$ cat config.mk
export PLATFORM = sky130hd
export DESIGN_NAME = data_mem_arbiter_flat
export DESIGN_NICKNAME = d
export VERILOG_FILES = /design/src/rtl/data_mem_arbiter_if.sv /design/src/rtl/data_mem_arbiter.sv /design/src/flat_wrapper.sv
export SDC_FILE = /design/constraint.sdc
export NUM_CORES = 1
export LEC_CHECK = 0
export CAP_MARGIN = 15
export CORE_MARGIN = 2
export CORE_UTILIZATION = 29
export DETAILED_ROUTE_END_ITERATION = 10
export PLACE_DENSITY = 0.61
export SKIP_CTS_REPAIR_TIMING = 1
export SYNTH_ARGS = -nofsm -noshare
export SYNTH_HDL_FRONTEND = slang
export SYNTH_SLANG_ARGS = --single-unit
export TNS_END_PERCENT = 5
$ cat constraint.sdc
create_clock -name Clk -period 1.6 [get_ports Clk]
set_input_delay 0.16 -clock Clk [delete_from_list [all_inputs] [get_ports Clk]]
set_output_delay 0.16 -clock Clk [all_outputs]
set_load 0.1 [all_outputs]
$ cat src/rtl/data_mem_arbiter_if.sv
// Requester-side handshake bundle for the data memory arbiter (one instance per requester).
interface data_mem_arbiter_if;
  logic        req;
  logic        we;
  logic [31:0] addr;
  logic [31:0] wdata;
  logic        ack;
  logic [31:0] rdata;
  logic        err;

  modport master (
    output req, we, addr, wdata,
    input  ack, rdata, err
  );

  modport slave (
    input  req, we, addr, wdata,
    output ack, rdata, err
  );
endinterface

$ cat src/rtl/data_mem_arbiter.sv
// Arbitrates the CPU and debug requesters onto the single data memory port; reads take one
// memory cycle, writes are sequenced as issue + commit so addr/data stay stable at commit.
module data_mem_arbiter #(
  parameter int unsigned DEPTH     = 512,
  parameter bit          DBG_FIRST = 1'b0
) (
  input  logic                Clk,
  input  logic                Rst,
  data_mem_arbiter_if.slave   cpu,
  data_mem_arbiter_if.slave   dbg,
  output logic [31:0]         mem_addr,
  output logic [31:0]         mem_wdata,
  output logic                mem_read,
  output logic                mem_write,
  output logic                mem_wen,
  input  logic [31:0]         mem_rdata,
  output logic                busy
);

  typedef enum logic [2:0] {StIdle, StRd, StWrIssue, StWrCommit, StErr} state_e;

  state_e      state_q, state_d;
  logic        owner_q, owner_d;      // 1 = debug owns the current op
  logic        rr_last_q, rr_last_d;  // 1 = debug won last
  logic        we_q, we_d;
  logic [31:0] addr_q, addr_d;
  logic [31:0] wdata_q, wdata_d;

  logic        cpu_ack_q, cpu_ack_d, cpu_err_q, cpu_err_d;
  logic        dbg_ack_q, dbg_ack_d, dbg_err_q, dbg_err_d;
  logic [31:0] cpu_rdata_q, cpu_rdata_d, dbg_rdata_q, dbg_rdata_d;

  // During a port's ack cycle its req is stale (requester reacts next cycle), so ignore it.
  logic cpu_req_eff, dbg_req_eff, grant_dbg;
  logic [31:0] sel_addr;

  assign cpu_req_eff = cpu.req & ~cpu_ack_q;
  assign dbg_req_eff = dbg.req & ~dbg_ack_q;
  assign grant_dbg   = dbg_req_eff & (~cpu_req_eff | DBG_FIRST | ~rr_last_q);
  assign sel_addr    = grant_dbg ? dbg.addr : cpu.addr;

  always_comb begin
    state_d     = state_q;
    owner_d     = owner_q;
    rr_last_d   = rr_last_q;
    we_d        = we_q;
    addr_d      = addr_q;
    wdata_d     = wdata_q;
    cpu_ack_d   = 1'b0;
    cpu_err_d   = 1'b0;
    dbg_ack_d   = 1'b0;
    dbg_err_d   = 1'b0;
    cpu_rdata_d = cpu_rdata_q;
    dbg_rdata_d = dbg_rdata_q;
    mem_addr    = 32'h0;
    mem_wdata   = 32'h0;
    mem_read    = 1'b0;
    mem_write   = 1'b0;
    mem_wen     = 1'b0;

    unique case (state_q)
      StIdle: begin
        if (cpu_req_eff || dbg_req_eff) begin
          owner_d   = grant_dbg;
          rr_last_d = grant_dbg;
          we_d      = grant_dbg ? dbg.we : cpu.we;
          addr_d    = sel_addr;
          wdata_d   = grant_dbg ? dbg.wdata : cpu.wdata;
          if (sel_addr >= DEPTH) begin
            state_d = StErr;
          end else if (grant_dbg ? dbg.we : cpu.we) begin
            state_d = StWrIssue;
          end else begin
            state_d = StRd;
          end
        end
      end
      StRd: begin
        mem_addr = addr_q;
        mem_read = 1'b1;
        if (owner_q) begin
          dbg_rdata_d = mem_rdata;
          dbg_ack_d   = 1'b1;
        end else begin
          cpu_rdata_d = mem_rdata;
          cpu_ack_d   = 1'b1;
        end
        state_d = StIdle;
      end
      StWrIssue: begin
        mem_addr  = addr_q;
        mem_wdata = wdata_q;
        mem_write = 1'b1;
        mem_wen   = 1'b1;
        state_d   = StWrCommit;
      end
      StWrCommit: begin
        // Strobes drop while addr/data stay put; memory commits on this edge.
        mem_addr  = addr_q;
        mem_wdata = wdata_q;
        if (owner_q) dbg_ack_d = 1'b1;
        else         cpu_ack_d = 1'b1;
        state_d = StIdle;
      end
      StErr: begin
        if (owner_q) begin
          dbg_ack_d   = 1'b1;
          dbg_err_d   = 1'b1;
          dbg_rdata_d = 32'h0;
        end else begin
          cpu_ack_d   = 1'b1;
          cpu_err_d   = 1'b1;
          cpu_rdata_d = 32'h0;
        end
        state_d = StIdle;
      end
      default: state_d = StIdle;
    endcase
  end

  always_ff @(posedge Clk or negedge Rst) begin
    if (!Rst) begin
      state_q     <= StIdle;
      owner_q     <= 1'b0;
      rr_last_q   <= 1'b0;
      we_q        <= 1'b0;
      addr_q      <= 32'h0;
      wdata_q     <= 32'h0;
      cpu_ack_q   <= 1'b0;
      cpu_err_q   <= 1'b0;
      dbg_ack_q   <= 1'b0;
      dbg_err_q   <= 1'b0;
      cpu_rdata_q <= 32'h0;
      dbg_rdata_q <= 32'h0;
    end else begin
      state_q     <= state_d;
      owner_q     <= owner_d;
      rr_last_q   <= rr_last_d;
      we_q        <= we_d;
      addr_q      <= addr_d;
      wdata_q     <= wdata_d;
      cpu_ack_q   <= cpu_ack_d;
      cpu_err_q   <= cpu_err_d;
      dbg_ack_q   <= dbg_ack_d;
      dbg_err_q   <= dbg_err_d;
      cpu_rdata_q <= cpu_rdata_d;
      dbg_rdata_q <= dbg_rdata_d;
    end
  end

  assign busy      = (state_q != StIdle);
  assign cpu.ack   = cpu_ack_q;
  assign cpu.err   = cpu_err_q;
  assign cpu.rdata = cpu_rdata_q;
  assign dbg.ack   = dbg_ack_q;
  assign dbg.err   = dbg_err_q;
  assign dbg.rdata = dbg_rdata_q;

endmodule
$ cat src/flat_wrapper.sv
// flat-port wrapper written by rule: the top's interface ports become plain ports
module data_mem_arbiter_flat 
#(
  parameter int unsigned DEPTH     = 512,
  parameter bit          DBG_FIRST = 1'b0
)
  (Clk, Rst, mem_addr, mem_wdata, mem_read, mem_write, mem_wen, mem_rdata, busy, cpu_req, cpu_we, cpu_addr, cpu_wdata, cpu_ack, cpu_rdata, cpu_err, dbg_req, dbg_we, dbg_addr, dbg_wdata, dbg_ack, dbg_rdata, dbg_err);
  data_mem_arbiter_if cpu_i ();
  data_mem_arbiter_if dbg_i ();
  input  logic Clk;
  input  logic Rst;
  output logic [31:0] mem_addr;
  output logic [31:0] mem_wdata;
  output logic mem_read;
  output logic mem_write;
  output logic mem_wen;
  input  logic [31:0] mem_rdata;
  output logic busy;
  input wire logic [$bits(cpu_i.req)-1:0] cpu_req;
  input wire logic [$bits(cpu_i.we)-1:0] cpu_we;
  input wire logic [$bits(cpu_i.addr)-1:0] cpu_addr;
  input wire logic [$bits(cpu_i.wdata)-1:0] cpu_wdata;
  output wire logic [$bits(cpu_i.ack)-1:0] cpu_ack;
  output wire logic [$bits(cpu_i.rdata)-1:0] cpu_rdata;
  output wire logic [$bits(cpu_i.err)-1:0] cpu_err;
  input wire logic [$bits(dbg_i.req)-1:0] dbg_req;
  input wire logic [$bits(dbg_i.we)-1:0] dbg_we;
  input wire logic [$bits(dbg_i.addr)-1:0] dbg_addr;
  input wire logic [$bits(dbg_i.wdata)-1:0] dbg_wdata;
  output wire logic [$bits(dbg_i.ack)-1:0] dbg_ack;
  output wire logic [$bits(dbg_i.rdata)-1:0] dbg_rdata;
  output wire logic [$bits(dbg_i.err)-1:0] dbg_err;
  assign cpu_i.req = cpu_req;
  assign cpu_i.we = cpu_we;
  assign cpu_i.addr = cpu_addr;
  assign cpu_i.wdata = cpu_wdata;
  assign cpu_ack = cpu_i.ack;
  assign cpu_rdata = cpu_i.rdata;
  assign cpu_err = cpu_i.err;
  assign dbg_i.req = dbg_req;
  assign dbg_i.we = dbg_we;
  assign dbg_i.addr = dbg_addr;
  assign dbg_i.wdata = dbg_wdata;
  assign dbg_ack = dbg_i.ack;
  assign dbg_rdata = dbg_i.rdata;
  assign dbg_err = dbg_i.err;
  data_mem_arbiter #(.DEPTH(DEPTH), .DBG_FIRST(DBG_FIRST)) u_core (.Clk(Clk), .Rst(Rst), .cpu(cpu_i), .dbg(dbg_i), .mem_addr(mem_addr), .mem_wdata(mem_wdata), .mem_read(mem_read), .mem_write(mem_write), .mem_wen(mem_wen), .mem_rdata(mem_rdata), .busy(busy));
endmodule
* After elaboration in Yosys (flattened, before gate mapping) *
Cells that the tools add are included.

operators by class
  bitwise operators = 8
  multiplexer cells = 23
  equality and inequality tests = 9
  reductions and logical operators = 10
  order comparisons = 1

operator list
  cell                  count
  $mux 32               8
  $pmux 32 s2           2
  $ge 32x10->1 const B  1
  $mux 1                9
  $eq 3x2->1 const B    2
  $mux 3                2
  $ne 2x1->1 const B    3
  $pmux 3 s2            1
  $reduce_and 3->1      2
  $reduce_or 3->1       2
  $ne 2x2->1 const B    2
  $not 1->1             4
  $and 1x1->1           3
  $eq 3x1->1 const B    1
  $eq 3x3->1 const B    1
  $logic_not 3->1       1
  $reduce_bool 3->1     1
  $mux 2                1
  $reduce_and 2->1      1
  $reduce_bool 2->1     1
  $reduce_or 2->1       1
  $logic_or 1x1->1      1
  $or 1x1->1            1

word-level totals
  output and inout port bits = 136
  flip-flop bits (word level) = 136
  bits of input ports = 166

* Logic depth before layout (Yosys ltp) *
Gate-level depths: netlist (run 1).

  depth after elaboration = 10
  mapped depth = 7
  mapped depth without buffers = 5

* Least setup slack after synthesis (run 1) *
Ideal clock, no wire load.

  path type = register to output
  start = reg u_core.state_q[2]
  end = out mem_write
  data required time = 1.440 ns
  buffers on the path = 1
  arrival = 2.419 ns
  slack = -0.979 ns
  cell stages (with the launch flop) = 5
  cell sequence = dfrtp_1 inv_2 nand2_1 nor2_1 buf_4

between the ends
  longest elaborated chain between the ends = 2

ends and longest elaborated chain
  item                    RTL line                 RTL
  from (decl)             data_mem_arbiter.sv:22   state_e state_q, state_d;
  from (signal assigned)  data_mem_arbiter.sv:123  state_q <= StIdle;
  from (signal assigned)  data_mem_arbiter.sv:136  state_q <= state_d;
  $eq 3x2->1              -
  $mux 1                  -
  to (decl)               flat_wrapper.sv:15       output logic mem_write;

Every way passes these cells.

* Worst setup path in the final report (run 1) *
  start = reg u_core.state_q[2]
  end = out mem_wdata[26]

between the ends
  longest elaborated chain between the ends = 3

ends and longest elaborated chain
  item                           RTL line                RTL
  $eq 3x2->1                     data_mem_arbiter.sv:61  unique case (state_q)
  $reduce_or 2->1 (no line) (*)  -
  $mux 32 (*)                    data_mem_arbiter.sv:61
  to (decl)                      flat_wrapper.sv:13      output logic [31:0] mem_wdata;

Every way passes the cells marked *; elsewhere a longest branch is shown, timed or not.

==> impl_metrics.yaml, run 1 <==
run_status:
  outcome: "finished, violations left"
  violations: "negative setup slack"
route:
  drc: 0
  firstDrtPassIters: 5
  drt-initial-drc-count: 122
  via_per_inst: 4.47
  via_count: 5682
  wl_per_cell_um: 15.9
  ant_nets: 0
  wirelength_um: 20200
worst_setup_path:
  cp-start-kind: "flop"
  cp_max_fo: 16
  crit_arrival_ns: 1.64
  critical_path_buf_inv_count: 2
  crit_chain: "nor2b_4, clkbuf_16, and2_1, buf_12"
  crit_required_ns: 1.44
  slowest_stage: "dfrtp_2"
  max_stage_delay_ns: 0.44
  crit_type: "flop to output pin"
  crit_path_end_kind: "output pin"
  path_delay_family: "flip-flops"
synth:
  yosysTopAreaCellShare_pct: 54.5
  yosysTopAreaCell: "dfrtp_1"
  synth-compound-area-share_pct: 11.4
  ys_seq_elements: 136
  synth.most_common_cell: "nand2_1"
  netlist_top_cells_area: "dfrtp_1 55%, mux2i_1 10%, nand2_1 10%"
  synth_edf_count: 0
  yosys_warnings: 0
  syn-cell-area_um2: 6240
  synth-simple-area-share_pct: 19.5
  synth.distinct_cells: 29
  synth_top_family_by_area: "simple AND/OR/NAND/NOR gates"
  synthXorXnorAreaFrac_pct: 0
  synthCells: 644
  synthAdderAreaFrac_pct: 0
  synthesis.nets: 810
  syn_avg_cell_area_um2: 9.69
  synthArstFlopShare_pct: 100
  ys_seq_area_share_pct: 54.5
  synthTopCellsByCount: "166 x nand2_1, 136 x dfrtp_1, 95 x o21ai_1"
  synth_flop_cell: "dfrtp_1"
  synth_mux_area_share_pct: 10.4
power:
  power_switching_w: 0.0109
  p_comb_share_pct: 56.3
  p_leak_nw: 5.43
  p_seq_share_pct: 27.1
  clock_power_share_pct: 16.6
  ir_drop_mv: 0.917
  internal_power_w: 0.0116
  switching_share_pct: 48.3
  power.density_nw_per_um2: 1870
sta:
  skew_ns: 0.00887
  hold_violations: 0
  setup_slack_ns: -0.200
  tightest_slew_ns: 0.425
  fin_crit_ns: 1.80
  setup_viol: 67
  slew_viol_final: 0
  min_period_over_period_pct: 112
  max_freq_mhz: 556
  grt_setup_unrepaired: "true"
  slew-limit-headroom_pct: 71.6
layout:
  n_antenna_cell: 0
  final_area_um2: 12100
  n_fill_cell: 1837
  multiInputGateArea_um2: 2730
  drive_above_1_share_pct: 28.8
  area_growth_pct: 93.3
  seqCellArea_um2: 3410
  final_nets: 1149
worst_hold_path:
  hp-class: "input port to async pin"
clocking:
  clkTransAtPathRegs_ns: 0.06
  clockRootBuffer: "clkbuf_16"
  insertion_delay_ns: 0.42
  tritoncts: "built"
  cts_buffer_depth: 2
  cts_max_level: 4
  cts_made_buffers: 17
  clock-sinks: 136
die:
  die_h_um: 151
  core-area_um2: 21100
  io_pins: 302
  die_w_um: 151
  dieArea_um2: 22700
  num_rows: 53
  start_util_pct: 29.6
place:
  place_hpwl_um: 15700
  port_buffers: 301
  place_area_um2: 11300
  place.gp.congestion: 0.875
  dp_slack_ns: -0.254
grt:
  grt_max_degree: 65
  antenna_found_initial: 0
  grt_pass1_wl_um: 30600
  grt_overflow: 0
  grtUsageTotal_pct: 17.7
  grt_pass1_vias: 5701
run:
  cap_violations: 0
==> worst reg2reg max path: cells and delay by family (launching register included) <==
family / cells / cell delay [ns]
and+or+nand+nor: 2 / 0.38
DFF: 1 / 0.43
AOI/OAI and AO/OA: 2 / 0.18
buffers and inverters: 3 / 0.47
==> path summary, 6_finish.rpt <==
kind / startpoint / to / slack, ns / cells past startpoint
max in group asynchronous: Rst / u_core.dbg.rdata[30]$_DFFE_PN0P_ / 0.79 / 3
min in group Clk: mem_rdata[27] / u_core.dbg.rdata[27]$_DFFE_PN0P_ / 0.31 / 3
max reg2reg: u_core.state_q[0]$_DFFE_PN0P_ / u_core.cpu.rdata[23]$_DFFE_PN0P_ / 0.02 / 7
max: u_core.state_q[2]$_DFFE_PN0P_ / mem_wdata[26] / -0.20 / 4
min reg2reg: u_core.wdata_q[5]$_DFFE_PN0P_ / u_core.wdata_q[5]$_DFFE_PN0P_ / 0.47 / 2
min: Rst / u_core.dbg.rdata[17]$_DFFE_PN0P_ / 0.14 / 2
==> registers in the layout, indices dropped and copies added, names as in the netlist <==
name / flops
u_core.addr_q: 32
u_core.cpu.ack: 1
u_core.cpu.err: 1
u_core.cpu.rdata: 32
u_core.dbg.ack: 1
u_core.dbg.err: 1
u_core.dbg.rdata: 32
u_core.owner_q: 1
u_core.state_q: 3
u_core.wdata_q: 32
==> metrics by stage <==
stage                     hold slack (ns)  total power [W]  std cells  utilization, %  TNS (ns)
after global routing                0.126           0.0237       1271            57.2    -18.07
final                               0.137           0.0225       1271            57.2    -10.52
after CTS                          -0.454           0.0227       1260            56.1    -22.66
after global placement            0.00501           0.0187       1228            53.5    -11.52
after detailed placement          0.00396           0.0189       1228            53.5    -11.92
after floorplan                    -0.136           0.0138        644               -    -72.06
==> layout make-up <==
cell class	instances	area share, %
tap	275	2.85
clock buffer	17	3.53
inverter	2	0.0622
multi-input combinational	462	22.7
sequential	136	28.2
timing repair buffer	364	41.5
clock inverter	15	1.10
==> cells in the final DEF (no fill, tap or decap), types with 5 or more instances in the layout <==
cell               n
and2_1            27
and2_4            37
buf_12           147
buf_4             49
clkbuf_16         18
clkdlybuf4s50_1  164
dfrtp_1          133
inv_6              5
mux2i_1           65
nand2_1          164
nor2_1             5
nor4_1            10
o21ai_0           32
o21ai_1           97
==> power by group through the flow <==
stage                     logic, W  clock network (W)  registers [W]
after floorplan            0.00320                  0         0.0106
after global placement      0.0126                  0        0.00607
after detailed placement    0.0127                  0        0.00616
after CTS                   0.0128            0.00385        0.00609
after global routing        0.0134            0.00403        0.00629
final                       0.0127            0.00374        0.00611
==> metal layers <==
layer | vias up | track usage [%] | share of wire (%)
met5 | - | 0 | 0
met4 | 0 | 5.42 | 1.5
met3 | 20 | 6.52 | 9.7
met2 | 230 | 29.6 | 48
met1 | 2587 | 21.2 | 40
li1 | 2845 | - | -
==> cells by family after synthesis <==
kind of cell / Yosys count
muxes: 65
and+or+nand+nor: 260
DFF: 136
AOI/OAI and AO/OA: 137
buffers and inverters: 46
No activity file was read; power rests on OpenSTA's default activity.
==> run 2, diff against run 1 <==
Settings changed: CTS_BUF_LIST from default to sky130_fd_sc_hd__clkbuf_4.
==> run 2 against run 1 <==
Effect of this change:
- the run still ends with negative setup slack left
- clock power shrank 42%
- final cell count grew 0.16%
- worst setup slack lost 0.11 ns
- hold slack gained 0.017 ns
- register-to-register slack gained 0.02 ns
- combinational power is essentially flat
- critical path depth is the same
- largest cell class unchanged
==> impl_metrics.yaml, run 2 (same netlist as run 1, synthesis figures left out) <==
grt:
  grt_max_degree: 65
  grt_pass1_vias: 5688
  grt_pass1_wl_um: 30400
  grtUsageTotal_pct: 17.5
  antenna_found_initial: 1
  grt_overflow: 0
run_status:
  violations: "negative setup slack"
  outcome: "finished, violations left"
layout:
  area_growth_pct: 87.7
  final_cell_mix: "165 x nand2_1, 164 x clkdlybuf4s50_1, 147 x buf_12"
  final_nets: 1149
  drive_above_1_share_pct: 27.1
  final_area_um2: 11700
  n_fill_cell: 1871
  utilization_pct: 55.5
  mostFrequentLayoutCell: "nand2_1"
sta:
  min_period_over_period_pct: 119
  setup_viol: 68
  slew_viol_final: 0
  finalSetupTns_ns: -18.82
  max_freq_mhz: 524
  grt_setup_unrepaired: "true"
  hold_violations: 0
  skew_ns: 0.0242
  tightest_slew_ns: 0.659
  slew-limit-headroom_pct: 55.9
  fin_crit_ns: 1.91
  setup_slack_ns: -0.309
worst_hold_path:
  hp-class: "input port to async pin"
worst_setup_path:
  crit_required_ns: 1.44
  cp_max_fo: 32
  crit_arrival_ns: 1.75
  crit_path_end_kind: "output pin"
  crit_type: "flop to output pin"
  cp-start-kind: "flop"
clocking:
  clockRootBuffer: "clkbuf_4"
  cts_max_level: 4
  cts_made_buffers: 17
  clock-sinks: 136
  clkTransAtPathRegs_ns: 0.14
  tritoncts: "built"
  insertion_delay_ns: 0.55
  cts_buffer_depth: 2
power:
  ir_drop_mv: 0.916
  p_leak_nw: 5.26
  p_total_w: 0.0209
  power.density_nw_per_um2: 1780
die:
  start_util_pct: 29.6
  die_w_um: 151
  io_pins: 302
  num_rows: 53
  core-area_um2: 21100
  die_h_um: 151
  dieArea_um2: 22700
place:
  port_buffers: 301
  place_hpwl_um: 15700
  place_area_um2: 11300
  place.gp.congestion: 0.875
run:
  cap_violations: 0
route:
  via_count: 5715
  drt-initial-drc-count: 156
  firstDrtPassIters: 4
  wirelength_um: 20000
  wl_per_cell_um: 15.7
  via_per_inst: 4.49
  ant_nets: 0
  drc: 0
## run 2: layer usage
layer  track usage (%)  vias to the layer above  routed length, µm
li1                  -                     2846                  -
met1              21.0                     2611               8200
met4              5.14                        0                320
met2              29.5                      233               9550
met3              6.42                       25               1960
met5                 0                        -                  0
## run 2: stage by stage
stage	hold slack, ns	setup slack (ns)	std cells
after detailed placement	0.00396	-0.254	1228
after floorplan	-0.136	-0.451	644
after global routing	0.113	-0.417	1273
final	0.153	-0.309	1273
after global placement	0.00501	-0.218	1228
after CTS	-0.637	-0.544	1260
## run 2: worst max-delay path, cell delays in order, from the launching register on
cell	delay [ns]
dfrtp_2	0.47
nor2_2	0.17
buf_12	0.19
and2_1	0.20
buf_12	0.19
## run 2: report_power, final
group	leakage [nW]	switching (W)	internal (W)
Sequential	1.71	0.00113	0.00494
Combinational	3.42	0.00803	0.00463
Clock	0.134	0.00149	0.000676
## run 2: worst paths after layout
kind / startpoint / endpoint / slack, ns / depth (start not counted)
max: u_core.state_q[2]$_DFFE_PN0P_ / mem_addr[22] / -0.31 / 4
min: Rst / u_core.wdata_q[30]$_DFFE_PN0P_ / 0.15 / 3
max reg2reg: u_core.state_q[0]$_DFFE_PN0P_ / u_core.cpu.rdata[23]$_DFFE_PN0P_ / 0.04 / 7
min reg2reg: u_core.wdata_q[6]$_DFFE_PN0P_ / u_core.wdata_q[6]$_DFFE_PN0P_ / 0.49 / 2
max in group asynchronous: Rst / u_core.dbg.rdata[8]$_DFFE_PN0P_ / 0.39 / 3
min in group Clk: mem_rdata[28] / u_core.dbg.rdata[28]$_DFFE_PN0P_ / 0.17 / 3
## run 2: layout make-up
| cell class | instances | area (µm²) | share of cell area, % |
|---|---|---|---|
| repair buffers | 364 | 4990 | 42.6 |
| inverters | 2 | 7.51 | 0.0641 |
| clock buffers | 17 | 128 | 1.09 |
| diodes | 2 | 5.00 | 0.0427 |
| flip-flops and latches | 136 | 3410 | 29.1 |
| multi-input cells | 462 | 2700 | 23.0 |
| clock inverters | 15 | 133 | 1.13 |
| well taps | 275 | 344 | 2.94 |
